===== src/rtl/me_pkg.sv =====
// me_pkg: shared geometry, widths and FSM encoding for the motion-estimation pixel path.
package me_pkg;
  localparam int PIX_W     = 8;
  localparam int BEAT_PIX  = 8;
  localparam int CUR_ROWS  = 8;
  localparam int REF_ROWS  = 23;
  localparam int REF_PIX   = 23;
  localparam int REF_BEATS = (REF_PIX + BEAT_PIX - 1) / BEAT_PIX;
  localparam int CUR_W     = PIX_W * BEAT_PIX;
  localparam int REF_W     = PIX_W * REF_PIX;
  localparam int ROW_IDX_W = 5;
  typedef enum logic [1:0] {IDLE, CUR, REF, DONE} state_t;
endpackage


===== src/rtl/me_row_feeder_if.sv =====
// me_row_feeder_if: beat input stream plus row-strobe outputs of the row feeder.
interface me_row_feeder_if;
  import me_pkg::*;
  logic [CUR_W-1:0]     in_data_i;
  logic                 in_valid_i;
  logic                 in_ready_o;
  logic [CUR_W-1:0]     cur_data;
  logic                 cur_vld_o;
  logic [REF_W-1:0]     ref_data;
  logic                 ref_vld_o;
  logic [ROW_IDX_W-1:0] row_idx_o;
  logic                 busy_o;
  logic                 blk_done_o;
  modport master (
    output in_data_i, in_valid_i,
    input  in_ready_o, cur_data, cur_vld_o, ref_data, ref_vld_o, row_idx_o, busy_o, blk_done_o
  );
  modport slave (
    input  in_data_i, in_valid_i,
    output in_ready_o, cur_data, cur_vld_o, ref_data, ref_vld_o, row_idx_o, busy_o, blk_done_o
  );
endinterface


===== src/rtl/me_row_assembler.sv =====
// me_row_assembler: packs three 64-bit beats into one 23-pixel search-window row.
module me_row_assembler
  import me_pkg::*;
(
  input  logic             clk_i,
  input  logic             rst_i,
  input  logic [CUR_W-1:0] beat,
  input  logic             accept,
  input  logic             clear,
  output logic             row_done,
  output logic [REF_W-1:0] row
);
  logic [1:0]         beat_cnt;
  logic [2*CUR_W-1:0] acc;
  logic               unused_pix;
  // the last beat is used straight off the bus so the row is ready on its accept edge
  assign row_done   = accept && beat_cnt == 2'(REF_BEATS - 1);
  assign row        = {beat[REF_W-2*CUR_W-1:0], acc};
  assign unused_pix = ^beat[CUR_W-1:REF_W-2*CUR_W];
  always_ff @(posedge clk_i or negedge rst_i) begin
    if (!rst_i) begin
      beat_cnt <= '0;
      acc      <= '0;
    end else if (clear) begin
      beat_cnt <= '0;
      acc      <= '0;
    end else if (accept) begin
      beat_cnt <= row_done ? '0 : beat_cnt + 1'b1;
      acc      <= beat_cnt[0] ? {beat, acc[CUR_W-1:0]} : {acc[2*CUR_W-1:CUR_W], beat};
    end
  end
endmodule


===== src/rtl/me_row_feeder.sv =====
// me_row_feeder: streams 8 current-block rows then 23 search-window rows per block to the me core.
module me_row_feeder
  import me_pkg::*;
(
  input  logic          clk_i,
  input  logic          rst_i,
  input  logic          blk_start_i,
  input  logic          flush_i,
  me_row_feeder_if.slave bus
);
  state_t               state, state_nx;
  logic [ROW_IDX_W-1:0] row_cnt;
  logic                 acc_cur, acc_ref, row_done, last_cur, last_ref;
  logic [REF_W-1:0]     row;
  assign bus.in_ready_o = state == CUR || state == REF;
  assign bus.busy_o     = state != IDLE;
  assign bus.blk_done_o = state == DONE;
  // a flushed cycle accepts nothing, so no strobe can be queued behind it
  assign acc_cur  = bus.in_valid_i && state == CUR && !flush_i;
  assign acc_ref  = bus.in_valid_i && state == REF && !flush_i;
  assign last_cur = acc_cur && row_cnt == ROW_IDX_W'(CUR_ROWS - 1);
  assign last_ref = row_done && row_cnt == ROW_IDX_W'(REF_ROWS - 1);
  me_row_assembler u_asm (
    .clk_i    (clk_i),
    .rst_i    (rst_i),
    .beat     (bus.in_data_i),
    .accept   (acc_ref),
    .clear    (flush_i),
    .row_done (row_done),
    .row      (row)
  );
  always_comb begin
    state_nx = flush_i ? IDLE :
               state == IDLE ? (blk_start_i ? CUR : IDLE) :
               state == CUR  ? (last_cur ? REF : CUR) :
               state == REF  ? (last_ref ? DONE : REF) : IDLE;
  end
  always_ff @(posedge clk_i or negedge rst_i) begin
    if (!rst_i) begin
      state         <= IDLE;
      row_cnt       <= '0;
      bus.cur_data  <= '0;
      bus.ref_data  <= '0;
      bus.cur_vld_o <= 1'b0;
      bus.ref_vld_o <= 1'b0;
      bus.row_idx_o <= '0;
    end else begin
      state         <= state_nx;
      row_cnt       <= (flush_i || last_cur || last_ref) ? '0 :
                       (acc_cur || row_done) ? row_cnt + 1'b1 : row_cnt;
      bus.cur_vld_o <= acc_cur;
      bus.ref_vld_o <= row_done;
      bus.row_idx_o <= (acc_cur || row_done) ? row_cnt : '0;
      if (acc_cur) bus.cur_data <= bus.in_data_i;
      if (row_done) bus.ref_data <= row;
    end
  end
endmodule


===== src/flat_wrapper.sv =====
// flat-port wrapper written by rule: the top's interface ports become plain ports
module me_row_feeder_flat import me_pkg::*;
  (clk_i, rst_i, blk_start_i, flush_i, bus_in_data_i, bus_in_valid_i, bus_in_ready_o, bus_cur_data, bus_cur_vld_o, bus_ref_data, bus_ref_vld_o, bus_row_idx_o, bus_busy_o, bus_blk_done_o);
  me_row_feeder_if bus_i ();
  input  logic clk_i;
  input  logic rst_i;
  input  logic blk_start_i;
  input  logic flush_i;
  input wire logic [$bits(bus_i.in_data_i)-1:0] bus_in_data_i;
  input wire logic [$bits(bus_i.in_valid_i)-1:0] bus_in_valid_i;
  output wire logic [$bits(bus_i.in_ready_o)-1:0] bus_in_ready_o;
  output wire logic [$bits(bus_i.cur_data)-1:0] bus_cur_data;
  output wire logic [$bits(bus_i.cur_vld_o)-1:0] bus_cur_vld_o;
  output wire logic [$bits(bus_i.ref_data)-1:0] bus_ref_data;
  output wire logic [$bits(bus_i.ref_vld_o)-1:0] bus_ref_vld_o;
  output wire logic [$bits(bus_i.row_idx_o)-1:0] bus_row_idx_o;
  output wire logic [$bits(bus_i.busy_o)-1:0] bus_busy_o;
  output wire logic [$bits(bus_i.blk_done_o)-1:0] bus_blk_done_o;
  assign bus_i.in_data_i = bus_in_data_i;
  assign bus_i.in_valid_i = bus_in_valid_i;
  assign bus_in_ready_o = bus_i.in_ready_o;
  assign bus_cur_data = bus_i.cur_data;
  assign bus_cur_vld_o = bus_i.cur_vld_o;
  assign bus_ref_data = bus_i.ref_data;
  assign bus_ref_vld_o = bus_i.ref_vld_o;
  assign bus_row_idx_o = bus_i.row_idx_o;
  assign bus_busy_o = bus_i.busy_o;
  assign bus_blk_done_o = bus_i.blk_done_o;
  me_row_feeder u_core (.clk_i(clk_i), .rst_i(rst_i), .blk_start_i(blk_start_i), .flush_i(flush_i), .bus(bus_i));
endmodule

===== config.mk =====
export PLATFORM = sky130hd
export DESIGN_NAME = me_row_feeder_flat
export DESIGN_NICKNAME = d
export VERILOG_FILES = /design/src/rtl/me_pkg.sv /design/src/rtl/me_row_feeder_if.sv /design/src/rtl/me_row_assembler.sv /design/src/rtl/me_row_feeder.sv /design/src/flat_wrapper.sv
export SDC_FILE = /design/constraint.sdc
export NUM_CORES = 1
export LEC_CHECK = 0
export BUFFER_PORTS_ARGS = -buffer_cell sky130_fd_sc_hd__buf_2
export CAP_MARGIN = 5
export CORE_ASPECT_RATIO = 0.9
export CORE_UTILIZATION = 39
export CTS_CLUSTER_SIZE = 25
export DETAILED_ROUTE_END_ITERATION = 7
export PLACE_DENSITY = 0.63
export SYNTH_ARGS = -nofsm -noshare
export SYNTH_HDL_FRONTEND = slang
export SYNTH_SLANG_ARGS = --single-unit

===== constraint.sdc =====
create_clock -name clk_i -period 2.9 [get_ports clk_i]
set_input_delay 0.58 -clock clk_i [delete_from_list [all_inputs] [get_ports clk_i]]
set_output_delay 0.58 -clock clk_i [all_outputs]
set_load 0.005 [all_outputs]

# --- Word-level counts from Yosys, hierarchy flattened ---
# Index checks and enable logic that the tools add are counted.
# W data, S select, Z words.
op_classes:
  n_addsub: 2
  eq_ne: 7
  muxes: 16
  n_reduce_logical: 19
op_table:
  columns: ["operator", "count"]
  rows:
  - ["$mux W128", 3]
  - ["$mux W2", 8]
  - ["$mux W5", 3]
  - ["$reduce_bool A2 Y1", 4]
  - ["$logic_and A1 B1 Y1", 7]
  - ["$eq A2 B2 Y1 const B", 3]
  - ["$add A5 B1 Y5 const B", 1]
  - ["$eq A5 B3 Y1 const B", 1]
  - ["$eq A5 B5 Y1 const B", 1]
  - ["$logic_or A1 B1 Y1", 4]
  - ["$reduce_and A2 Y1", 2]
  - ["$add A2 B1 Y2 const B", 1]
  - ["$eq A2 B1 Y1 const B", 1]
  - ["$logic_not A2 Y1", 1]
  - ["$mux W1", 2]
  - ["$ne A2 B2 Y1 const B", 1]
  - ["$logic_not A1 Y1", 1]
word_totals:
  regBits: 392
  input_bits: 69
  out_inout_bits: 258
  wordCells: 54

# --- Logic depth before layout (Yosys ltp) ---
# Gate-level depths: netlist (run 1).
depth:
  word_depth: 10
  ltp_mapped: 9
  depth_no_buf: 7

# --- Modules after synthesis ---
# A second synthesis (run 1) with hierarchy kept.
hier_totals:
  cells_unflattened: 1281
  hier_area_um2: 16462.0
by_module_without_submodules:
  columns: ["mod", "instances", "cells_per_inst", "area_per_inst_um2", "seq_area_each_um2"]
  rows:
  - ["me_row_feeder", 1, 728, 9938.3, 6556.3]
  - ["me_row_assembler", 1, 553, 6523.8, 3253.1]

# --- Worst setup path after synthesis (run 1) ---
# No wires, ideal clock.
synth_timing:
  path_kind: "flip-flop to flip-flop"
  from: "register u_core.state[0]"
  to: "register u_core.bus.ref_data[123]"
  setup_ns: 0.065
  arrival_time_ns: 1.588
  required_ns: 2.835
  path_slack_ns: 1.247
  path_stages_with_launch: 9
  n_path_buf: 2
  period_less_slack_ns: 1.653
  path_cell_list: "dfrtp_1 -> inv_1 -> ha_1 -> and4bb_1 -> nand2_2 -> buf_2 -> buf_1 -> nand2_1 -> nand2_1"
synth_via:
  elab_chain_len: 4
synth_lines:
  columns: ["item", "line", "source"]
  rows:
  - ["from (decl)", "me_row_feeder.sv:11", "state_t state, state_nx;"]
  - ["from (signal assigned)", "me_row_feeder.sv:48", "state <= state_nx;"]
  - ["$eq A2 B2 Y1", "me_row_feeder.sv:20", "assign acc_ref = bus.in_valid_i && state == REF && !flush_i;"]
  - ["$logic_and A1 B1 Y1 (2 in series)", "me_row_feeder.sv:20", null]
  - ["$logic_and A1 B1 Y1", "me_row_assembler.sv:17", "assign row_done = accept && beat_cnt == 2'(REF_BEATS - 1);"]
  - ["to (signal assigned)", "me_row_feeder.sv:55", "if (row_done) bus.ref_data <= row;"]
  - ["to (decl)", "me_row_feeder_if.sv:20", "output in_ready_o, cur_data, cur_vld_o, ref_data, ref_vld_o, row_idx_o, busy_o, blk_done_o"]
# No other way between the ends.
# A chain may end at the register's enable or synchronous reset.

# --- Worst setup path in the final report (run 1) ---
layout_timing:
  from: "register u_core.state[0]"
  to: "register u_core.u_asm.acc[41]"
layout_via:
  elab_chain_len: 5
layout_lines:
  columns: ["item", "line", "source"]
  rows:
  - ["$eq A2 B2 Y1", "me_row_feeder.sv:20", null]
  - ["$logic_and A1 B1 Y1 (2 in series)", "me_row_feeder.sv:20", null]
  - ["$reduce_bool A2 Y1 (no line)", null, null]
  - ["$reduce_and A2 Y1 (no line)", null, null]
  - ["to (signal assigned)", "me_row_assembler.sv:29", "acc <= beat_cnt[0] ? {beat, acc[CUR_W-1:0]} : {acc[2*CUR_W-1:CUR_W], beat};"]
  - ["to (decl)", "me_row_assembler.sv:14", "logic [2*CUR_W-1:0] acc;"]
# No other way between the ends.

==> report_table.html, run 1 <==
<table>
<tr><th>Metric</th><th>Value</th></tr>
<tr><th colspan="2">Routing</th></tr>
<tr><td>Post-DR wirelength/cell</td><td>17.5 um</td></tr>
<tr><td>Via count of the routed design</td><td>10300</td></tr>
<tr><td>Total wire length</td><td>36.6 mm</td></tr>
<tr><td>Via/cell ratio</td><td>4.93</td></tr>
<tr><td>Pre-Repair DR Iteration Count</td><td>4</td></tr>
<tr><td>Violation count after the first detailed-route iteration</td><td>745</td></tr>
<tr><td>Number of remaining DRC errors</td><td>0</td></tr>
<tr><td>DRT antenna net count</td><td>0</td></tr>
<tr><th colspan="2">Worst setup path</th></tr>
<tr><td>Kind of cell adding the most delay to the critical path</td><td>buffers and inverters</td></tr>
<tr><td>Reg2reg setup slack</td><td>0.71 ns</td></tr>
<tr><td>Setup CP Type</td><td>reg -&gt; reg</td></tr>
<tr><td>Worst endpoint data arrival time</td><td>2.65 ns</td></tr>
<tr><td>Worst Path Max Fanout</td><td>64</td></tr>
<tr><td>Capture point of the worst reg-to-reg path</td><td>u_core.u_asm.acc[41]</td></tr>
<tr><td>Largest stage delay on the critical path</td><td>0.67 ns</td></tr>
<tr><td>Cells on worst reg2reg path</td><td>5</td></tr>
<tr><td>Reg-to-reg startpoint</td><td>u_core.state[0]</td></tr>
<tr><td>Required time of the critical path</td><td>3.36 ns</td></tr>
<tr><td>Critical path, cell by cell</td><td>inv_1 -&gt; ha_1 -&gt; and4bb_4 -&gt; buf_4 -&gt; a22o_1</td></tr>
<tr><td>Worst setup startpoint</td><td>u_core.state[0]</td></tr>
<tr><td>Setup crit end kind</td><td>register</td></tr>
<tr><td>Type of origin of the critical path</td><td>register</td></tr>
<tr><td>Number of buffer and inverter stages on the critical path</td><td>2</td></tr>
<tr><td>Worst-path cell with the longest stage delay</td><td>sky130_fd_sc_hd__buf_4</td></tr>
<tr><th colspan="2">Yosys</th></tr>
<tr><td>Post-synthesis instance area</td><td>14500 um2</td></tr>
<tr><td>Proportion of synthesized flip-flops having asynchronous set or reset</td><td>100%</td></tr>
<tr><td>Post-synthesis register bit count</td><td>392</td></tr>
<tr><td>Post-synthesis share of cell area spent on xor and xnor gates</td><td>0.242%</td></tr>
<tr><td>Cells after Synth</td><td>1268</td></tr>
<tr><td>Number of nets in the synthesized netlist</td><td>1343</td></tr>
<tr><td>Yosys synthesis warning count</td><td>0</td></tr>
<tr><td>Combinational family with the most area after synthesis</td><td>simple AND/OR/NAND/NOR gates</td></tr>
<tr><td>EDFF count, synth</td><td>0</td></tr>
<tr><td>Post-synthesis adder-cell area fraction</td><td>0.518%</td></tr>
<tr><td>Synth Area in Simple Gates</td><td>15.5%</td></tr>
<tr><td>Library cells used by synthesis</td><td>34</td></tr>
<tr><td>Compound-cell area share of the yosys netlist</td><td>8.40%</td></tr>
<tr><td>Top_reg_cell synth</td><td>sky130_fd_sc_hd__dfrtp_1</td></tr>
<tr><td>Sequential area share after synthesis</td><td>67.6%</td></tr>
<tr><td>Multiplexer share of the synthesized area</td><td>5.11%</td></tr>
<tr><td>Mean area per synthesized cell</td><td>11.4 um2</td></tr>
<tr><th colspan="2">Global routing</th></tr>
<tr><td>GRT Util Overall</td><td>19.5%</td></tr>
<tr><td>Overflow left after global routing</td><td>0</td></tr>
<tr><td>Vias in the first global route</td><td>10500</td></tr>
<tr><td>Initial antenna violation count</td><td>0</td></tr>
<tr><td>First-pass GRT wire length</td><td>58.6 mm</td></tr>
<tr><td>Maximum number of pins on one net before global-route repair</td><td>97</td></tr>
<tr><th colspan="2">Cells and area</th></tr>
<tr><td>Post-layout instance area</td><td>18200 um2</td></tr>
<tr><td>Ant. Diodes</td><td>0</td></tr>
<tr><td>Non-filler instance count after layout</td><td>2096</td></tr>
<tr><td>Number of filler cells placed in the layout</td><td>3280</td></tr>
<tr><td>Proportion of layout cells with a drive suffix above 1</td><td>30.2%</td></tr>
<tr><td>Synthesis-to-finish area growth</td><td>25.2%</td></tr>
<tr><td>Number of nets in the layout</td><td>1663</td></tr>
<tr><th colspan="2">STA</th></tr>
<tr><td>Max-Slew Margin vs Limit</td><td>43.5%</td></tr>
<tr><td>Max Slew Vio Count</td><td>0</td></tr>
<tr><td>Setup-violating endpoint count in the final report</td><td>0</td></tr>
<tr><td>Highest clock frequency the design can meet</td><td>456 MHz</td></tr>
<tr><td>Clock skew after layout</td><td>0.0152 ns</td></tr>
<tr><td>Final Hold Violating Endpoints</td><td>0</td></tr>
<tr><td>Transition time at the pin with the least slew margin</td><td>0.848 ns</td></tr>
<tr><td>Shortest period the worst path allows</td><td>2.19 ns</td></tr>
<tr><td>Worst Hold Margin</td><td>0.0281 ns</td></tr>
<tr><td>Final worst path period share</td><td>75.7%</td></tr>
<tr><td>RSZ-0062 raised after global routing</td><td>false</td></tr>
<tr><td>Aggregate negative setup slack</td><td>0 ns</td></tr>
<tr><th colspan="2">CTS</th></tr>
<tr><td>TritonCTS clock tree</td><td>built</td></tr>
<tr><td>Number of buffers on the longest clock path</td><td>3</td></tr>
<tr><td>Count of instances resized after the clock tree is built</td><td>0</td></tr>
<tr><td>Total of hold buffers inserted after clock tree synthesis</td><td>0</td></tr>
<tr><td>Worst-Skew Late Latency</td><td>0.54 ns</td></tr>
<tr><td>Total CTS buffers</td><td>41</td></tr>
<tr><td>H-tree lvl count</td><td>2</td></tr>
<tr><td># clock sinks</td><td>392</td></tr>
<tr><td>Root buffer cell</td><td>sky130_fd_sc_hd__clkbuf_16</td></tr>
<tr><td>Post-CTS setup buffer count</td><td>0</td></tr>
<tr><td>Clock transition at the registers of the reported paths</td><td>0.06 ns</td></tr>
<tr><th colspan="2">Placement</th></tr>
<tr><td>Number of placed instances, taps included</td><td>2021</td></tr>
<tr><td>Final Wtd Congestion</td><td>0.759</td></tr>
<tr><td>Count of input and output buffers</td><td>326</td></tr>
<tr><td>Instance area after placement</td><td>16700 um2</td></tr>
<tr><td>Placed wire-length estimate after detailed placement</td><td>23.1 mm</td></tr>
<tr><th colspan="2">Floorplan</th></tr>
<tr><td>Placeable core region</td><td>36400 um2</td></tr>
<tr><td>Die Wd</td><td>205 um</td></tr>
<tr><td>Ports placed on the boundary</td><td>327</td></tr>
<tr><td>Chip height</td><td>185 um</td></tr>
<tr><td>Number of rows in the core area</td><td>66</td></tr>
<tr><td>Area of the die</td><td>38000 um2</td></tr>
<tr><td>Initial cell density of the core</td><td>39.8%</td></tr>
<tr><th colspan="2">Outcome</th></tr>
<tr><td>Result of the run</td><td>completed</td></tr>
<tr><th colspan="2">Power and ir drop</th></tr>
<tr><td>Cell Pwr Density</td><td>667 nW/um2</td></tr>
<tr><td>Total power consumption of the routed design</td><td>12.1 mW</td></tr>
<tr><td>VDD IR-drop max</td><td>0.413 mV</td></tr>
<tr><td>Leakage dissipation</td><td>10.3 nW</td></tr>
<tr><th colspan="2">Job</th></tr>
<tr><td>Max-cap check violation count</td><td>0</td></tr>
<tr><th colspan="2">Worst hold path</th></tr>
<tr><td>Type of the tightest min-delay check</td><td>in -&gt; async</td></tr>
</table>
==> power breakdown <==
group	leakage (nW)	switching [mW]	internal [mW]	total, mW
clock network	0.706	2.16	3.33	5.48
logic	4.21	0.420	0.392	0.811
registers	5.35	0.108	5.71	5.82
==> routing by layer <==
| metal | global-route usage, % | routed length, um |
|---|---|---|
| met1 | 27.6 | 16800 |
| met2 | 30.3 | 16800 |
| met3 | 4.84 | 2420 |
| met4 | 4.50 | 582 |
| met5 | 0 | 0 |
==> cell usage after synthesis, types with 6 or more instances <==
cell                         n  area (um2)
sky130_fd_sc_hd__nand2_1   554        2080
sky130_fd_sc_hd__dfrtp_1   392        9810
sky130_fd_sc_hd__a22o_1    128        1120
sky130_fd_sc_hd__mux2_2     64         721
sky130_fd_sc_hd__buf_2      57         285
sky130_fd_sc_hd__clkbuf_1   14        52.6
sky130_fd_sc_hd__nor2_1      9        33.8
sky130_fd_sc_hd__and2_1      7        43.8
sky130_fd_sc_hd__ha_1        6        75.1
sky130_fd_sc_hd__inv_1       6        22.5
==> how the worst max path moves through the flow <==
stage               depth (start not counted)  slack, ns                        to
detailed placement                          4       0.64      u_core.u_asm.acc[34]
floorplan                                   8       1.25  u_core.bus.ref_data[123]
CTS                                         5       0.68      u_core.u_asm.acc[34]
finish                                      5       0.71      u_core.u_asm.acc[41]
global route                                5       0.55      u_core.u_asm.acc[55]
global placement                            4       0.70      u_core.u_asm.acc[42]
==> kinds of logic (layout without fill, tap and decap cells) <==
logic type	count (synthesis)	after routing
AO/OA/AOI/OAI	139	139
XOR/XNOR	4	4
adder cells (fa/ha/maj)	6	6
buffers and inverters	80	432
flip-flops	392	392
multiplexers	66	66
AND/OR/NAND/NOR	581	581
==> sequential cells by signal (all words and copies together) (netlist names) <==
name / cells
u_core.row_cnt: 5
u_core.u_asm.beat_cnt: 2
u_core.bus.row_idx_o: 5
u_core.state: 2
u_core.bus.cur_data: 64
u_core.bus.ref_data: 184
u_core.bus.ref_vld_o: 1
u_core.u_asm.acc: 128
u_core.bus.cur_vld_o: 1
==> cell type report <==
type,count,area [um2],area share [%]
sequential,392,9810,54.0
inverter,7,31.3,0.172
tap,476,596,3.28
timing repair buffer,350,1930,10.7
clock inverter,16,193,1.06
clock buffer,59,1240,6.81
multi-input combinational,796,4350,24.0
==> placed cells by master (no fill, tap or decap), types with 2 or more instances in the layout <==
cell | netlist | final
sky130_fd_sc_hd__a21oi_1 | 2 | 2
sky130_fd_sc_hd__a22o_1 | 128 | 128
sky130_fd_sc_hd__a31oi_4 | 0 | 2
sky130_fd_sc_hd__and2_1 | 7 | 7
sky130_fd_sc_hd__buf_12 | 0 | 9
sky130_fd_sc_hd__buf_2 | 57 | 325
sky130_fd_sc_hd__buf_4 | 1 | 15
sky130_fd_sc_hd__bufinv_16 | 0 | 4
sky130_fd_sc_hd__clkbuf_1 | 14 | 6
sky130_fd_sc_hd__clkbuf_16 | 0 | 43
sky130_fd_sc_hd__clkbuf_8 | 0 | 10
sky130_fd_sc_hd__clkinv_2 | 0 | 8
sky130_fd_sc_hd__clkinvlp_4 | 0 | 2
sky130_fd_sc_hd__dfrtp_1 | 392 | 392
sky130_fd_sc_hd__ha_1 | 6 | 6
sky130_fd_sc_hd__inv_1 | 6 | 6
sky130_fd_sc_hd__inv_6 | 0 | 3
sky130_fd_sc_hd__mux2_2 | 64 | 64
sky130_fd_sc_hd__mux2i_1 | 2 | 2
sky130_fd_sc_hd__nand2_1 | 554 | 554
sky130_fd_sc_hd__nor2_1 | 9 | 9
sky130_fd_sc_hd__nor2b_1 | 2 | 2
sky130_fd_sc_hd__o2111ai_1 | 2 | 2
sky130_fd_sc_hd__xnor2_1 | 2 | 2
sky130_fd_sc_hd__xor2_1 | 2 | 2
==> per-stage QoR <==
step                util [%]  setup WS [ns]
floorplan                  -           1.25
global placement        45.9          0.695
detailed placement      45.9          0.638
CTS                     49.8          0.683
global route            49.8          0.548
finish                  49.8          0.705
==> worst register-to-register path, cell delays in order, from the launching register on <==
cell                       delay, ns
sky130_fd_sc_hd__dfrtp_1        0.42
sky130_fd_sc_hd__inv_1          0.10
sky130_fd_sc_hd__ha_1           0.31
sky130_fd_sc_hd__and4bb_4       0.33
sky130_fd_sc_hd__buf_4          0.67
sky130_fd_sc_hd__a22o_1         0.31
Note: power is estimated with default switching activity, not from simulation.
==> inputs of run 2 (changes only) <==
Clock period 2.9 ns to 2.05 ns, I/O delays scaled along.
==> report_table.html, run 2 (synthesized netlist as in run 1, its figures left out) <==
<table>
<tr><th>Metric</th><th>Value</th></tr>
<tr><th colspan="2">Outcome</th></tr>
<tr><td>Result of the run</td><td>completed</td></tr>
<tr><th colspan="2">STA</th></tr>
<tr><td>Setup-violating endpoint count in the final report</td><td>0 (unchanged)</td></tr>
<tr><td>Max Slew Vio Count</td><td>0 (unchanged)</td></tr>
<tr><td>Highest clock frequency the design can meet</td><td>531 MHz (+17%)</td></tr>
<tr><td>Clock skew after layout</td><td>0.0134 ns (-0.00182 ns)</td></tr>
<tr><td>Transition time at the pin with the least slew margin</td><td>0.709 ns (-0.139 ns)</td></tr>
<tr><td>Worst Hold Margin</td><td>0.141 ns (+0.113 ns)</td></tr>
<tr><td>Shortest period the worst path allows</td><td>1.88 ns (-0.313 ns)</td></tr>
<tr><td>Final Hold Violating Endpoints</td><td>0 (unchanged)</td></tr>
<tr><td>RSZ-0062 raised after global routing</td><td>false</td></tr>
<tr><td>Aggregate negative setup slack</td><td>0 ns (unchanged)</td></tr>
<tr><td>Final worst path period share</td><td>91.8% (+16 points)</td></tr>
<tr><td>Post-route worst setup slack</td><td>0.168 ns (-0.537 ns)</td></tr>
<tr><td>Max-Slew Margin vs Limit</td><td>52.8% (+9.3 points)</td></tr>
<tr><th colspan="2">Power and ir drop</th></tr>
<tr><td>Leakage dissipation</td><td>10.3 nW (+0.42%)</td></tr>
<tr><td>Total power consumption of the routed design</td><td>16.5 mW (+36%)</td></tr>
<tr><td>VDD IR-drop max</td><td>0.577 mV (+40%)</td></tr>
<tr><td>Cell Pwr Density</td><td>903 nW/um2 (+35%)</td></tr>
<tr><th colspan="2">Placement</th></tr>
<tr><td>Instance area after placement</td><td>17000 um2 (+1.5%)</td></tr>
<tr><td>Final Wtd Congestion</td><td>0.770 (+1.5%)</td></tr>
<tr><td>Number of placed instances, taps included</td><td>2036 (+0.74%)</td></tr>
<tr><td>Pre-CTS WS</td><td>0.0381 ns (-0.600 ns)</td></tr>
<tr><td>Placed wire-length estimate after detailed placement</td><td>24.3 mm (+5.1%)</td></tr>
<tr><td>Count of input and output buffers</td><td>326 (unchanged)</td></tr>
<tr><th colspan="2">Global routing</th></tr>
<tr><td>Initial antenna violation count</td><td>0 (unchanged)</td></tr>
<tr><td>Vias in the first global route</td><td>10600 (+0.92%)</td></tr>
<tr><td>Maximum number of pins on one net before global-route repair</td><td>90 (-7.2%)</td></tr>
<tr><td>First-pass GRT wire length</td><td>59.0 mm (+0.66%)</td></tr>
<tr><td>Overflow left after global routing</td><td>0 (unchanged)</td></tr>
<tr><td>GRT Util Overall</td><td>19.7% (+0.16 points)</td></tr>
<tr><th colspan="2">Worst hold path</th></tr>
<tr><td>Type of the tightest min-delay check</td><td>in -&gt; reg</td></tr>
<tr><th colspan="2">Worst setup path</th></tr>
<tr><td>Required time of the critical path</td><td>2.45 ns (-0.91 ns)</td></tr>
<tr><td>Largest stage delay on the critical path</td><td>0.37 ns (-0.30 ns)</td></tr>
<tr><td>Worst-path cell with the longest stage delay</td><td>sky130_fd_sc_hd__dfrtp_1</td></tr>
<tr><td>Reg-to-reg startpoint</td><td>u_core.state[0]</td></tr>
<tr><td>Critical path, cell by cell</td><td>buf_4 -&gt; ha_1 -&gt; nand3b_1 -&gt; buf_4 -&gt; buf_12 -&gt; mux2_2</td></tr>
<tr><td>Number of buffer and inverter stages on the critical path</td><td>3 (+1)</td></tr>
<tr><td>Kind of cell adding the most delay to the critical path</td><td>buffers and inverters</td></tr>
<tr><td>Setup CP Type</td><td>reg -&gt; reg</td></tr>
<tr><td>Worst endpoint data arrival time</td><td>2.28 ns (-0.37 ns)</td></tr>
<tr><td>Worst setup startpoint</td><td>u_core.state[0]</td></tr>
<tr><td>Capture point of the worst reg-to-reg path</td><td>u_core.bus.cur_data[39]</td></tr>
<tr><td>Most repeated library cell on the critical path</td><td>sky130_fd_sc_hd__buf_4</td></tr>
<tr><td>Reg2reg setup slack</td><td>0.17 ns (-0.54 ns)</td></tr>
<tr><td>Crit path depth</td><td>6 (+1)</td></tr>
<tr><td>Setup crit end kind</td><td>register</td></tr>
<tr><td>Capture point of the worst path</td><td>u_core.bus.cur_data[39]</td></tr>
<tr><td>Worst Path Max Fanout</td><td>23 (-64%)</td></tr>
<tr><td>Cells on worst reg2reg path</td><td>6 (+1)</td></tr>
<tr><td>Type of origin of the critical path</td><td>register</td></tr>
<tr><th colspan="2">Routing</th></tr>
<tr><td>Total wire length</td><td>37.3 mm (+1.9%)</td></tr>
<tr><td>Via count of the routed design</td><td>10500 (+1.2%)</td></tr>
<tr><td>Via/cell ratio</td><td>4.97 (+0.80%)</td></tr>
<tr><td>Violation count after the first detailed-route iteration</td><td>665 (-11%)</td></tr>
<tr><td>DRT antenna net count</td><td>0 (unchanged)</td></tr>
<tr><td>Pre-Repair DR Iteration Count</td><td>4 (unchanged)</td></tr>
<tr><td>Number of remaining DRC errors</td><td>0 (unchanged)</td></tr>
<tr><td>Post-DR wirelength/cell</td><td>17.7 um (+1.5%)</td></tr>
<tr><th colspan="2">Floorplan</th></tr>
<tr><td>Chip height</td><td>185 um (unchanged)</td></tr>
<tr><td>Number of rows in the core area</td><td>66 (unchanged)</td></tr>
<tr><td>Placeable core region</td><td>36400 um2 (unchanged)</td></tr>
<tr><td>Die Wd</td><td>205 um (unchanged)</td></tr>
<tr><td>Ports placed on the boundary</td><td>327 (unchanged)</td></tr>
<tr><td>Area of the die</td><td>38000 um2 (unchanged)</td></tr>
<tr><td>Initial cell density of the core</td><td>39.8% (unchanged)</td></tr>
<tr><th colspan="2">Cells and area</th></tr>
<tr><td>Ant. Diodes</td><td>0 (unchanged)</td></tr>
<tr><td>Non-filler instance count after layout</td><td>2105 (+0.43%)</td></tr>
<tr><td>Post-layout util</td><td>50.1% (+0.30 points)</td></tr>
<tr><td>Most flop-heavy register</td><td>u_core.bus.ref_data</td></tr>
<tr><td>Most frequent cells in the layout</td><td>sky130_fd_sc_hd__nand2_1 (554), sky130_fd_sc_hd__dfrtp_1 (392), sky130_fd_sc_hd__buf_2 (325)</td></tr>
<tr><td>Number of filler cells placed in the layout</td><td>3305 (+0.76%)</td></tr>
<tr><td>Most frequent standard cell in the layout excluding fill and tap cells</td><td>sky130_fd_sc_hd__nand2_1</td></tr>
<tr><td>Largest registers in the final layout</td><td>u_core.bus.ref_data (184), u_core.u_asm.acc (128), u_core.bus.cur_data (64)</td></tr>
<tr><td>Synthesis-to-finish area growth</td><td>25.9%</td></tr>
<tr><td>Number of nets in the layout</td><td>1679 (+0.96%)</td></tr>
<tr><td>Post-layout instance area</td><td>18300 um2 (+0.59%)</td></tr>
<tr><td>Max reg flops</td><td>184 (unchanged)</td></tr>
<tr><td>Proportion of layout cells with a drive suffix above 1</td><td>30.5% (+0.26 points)</td></tr>
<tr><th colspan="2">CTS</th></tr>
<tr><td>Total CTS buffers</td><td>41 (unchanged)</td></tr>
<tr><td>H-tree lvl count</td><td>2 (unchanged)</td></tr>
<tr><td>Post-CTS setup buffer count</td><td>0 (unchanged)</td></tr>
<tr><td>Number of buffers on the longest clock path</td><td>3 (unchanged)</td></tr>
<tr><td>TritonCTS clock tree</td><td>built</td></tr>
<tr><td># clock sinks</td><td>392 (unchanged)</td></tr>
<tr><td>Worst-Skew Late Latency</td><td>0.52 ns (-0.02 ns)</td></tr>
<tr><td>Clock transition at the registers of the reported paths</td><td>0.06 ns (about the same)</td></tr>
<tr><td>Root buffer cell</td><td>sky130_fd_sc_hd__clkbuf_16</td></tr>
<tr><th colspan="2">Job</th></tr>
<tr><td>Max-cap check violation count</td><td>0 (unchanged)</td></tr>
</table>
==> run 2: tightest hold or removal path, stage by stage <==
cell                      delay (ns)
sky130_fd_sc_hd__buf_2          0.12
sky130_fd_sc_hd__nand2_1        0.05
sky130_fd_sc_hd__nand2_1        0.05
==> run 2: layout make-up <==
type / instances / area (um2) / share of cell area (%)
repair buffers: 366 / 2200 / 12.0
clock buffers: 59 / 1190 / 6.54
multi-input cells: 796 / 4360 / 23.9
flip-flops and latches: 392 / 9810 / 53.7
inverters: 7 / 31.3 / 0.171
well taps: 476 / 596 / 3.26
clock inverters: 9 / 72.6 / 0.397
==> run 2: timing repair <==
item                                    4_1_cts  5_1_grt
endpoints found under the setup margin        1        5
hold buffers                                  1        0
pin swaps                                     0        0
resized for setup                             1        1
endpoints found under the hold margin        40        0
gates cloned                                  0        0
==> run 2: power breakdown <==
part	internal [mW]	switching (mW)
Clock	4.14	2.93
Sequential	8.08	0.151
Combinational	0.593	0.606
Total	12.8	3.69
==> run 2: how the worst min path moves through the flow <==
stage | startpoint | end | depth (start not counted)
after floorplan | rst_i | u_core.bus.cur_data[0] | 0
after global placement | rst_i | u_core.bus.cur_data[21] | 1
after detailed placement | rst_i | u_core.bus.cur_data[21] | 1
after CTS | bus_in_data_i[9] | u_core.bus.ref_data[137] | 3
after global routing | bus_in_data_i[24] | u_core.bus.ref_data[152] | 3
final | bus_in_data_i[36] | u_core.bus.ref_data[164] | 3
==> run 2: routing by layer <==
metal	vias up	GRT usage [%]	routed length, um
li1	4842	-	-
met1	5237	27.4	16900
met2	328	31.0	17000
met3	54	4.73	2640
met4	0	4.80	730
met5	-	0	0
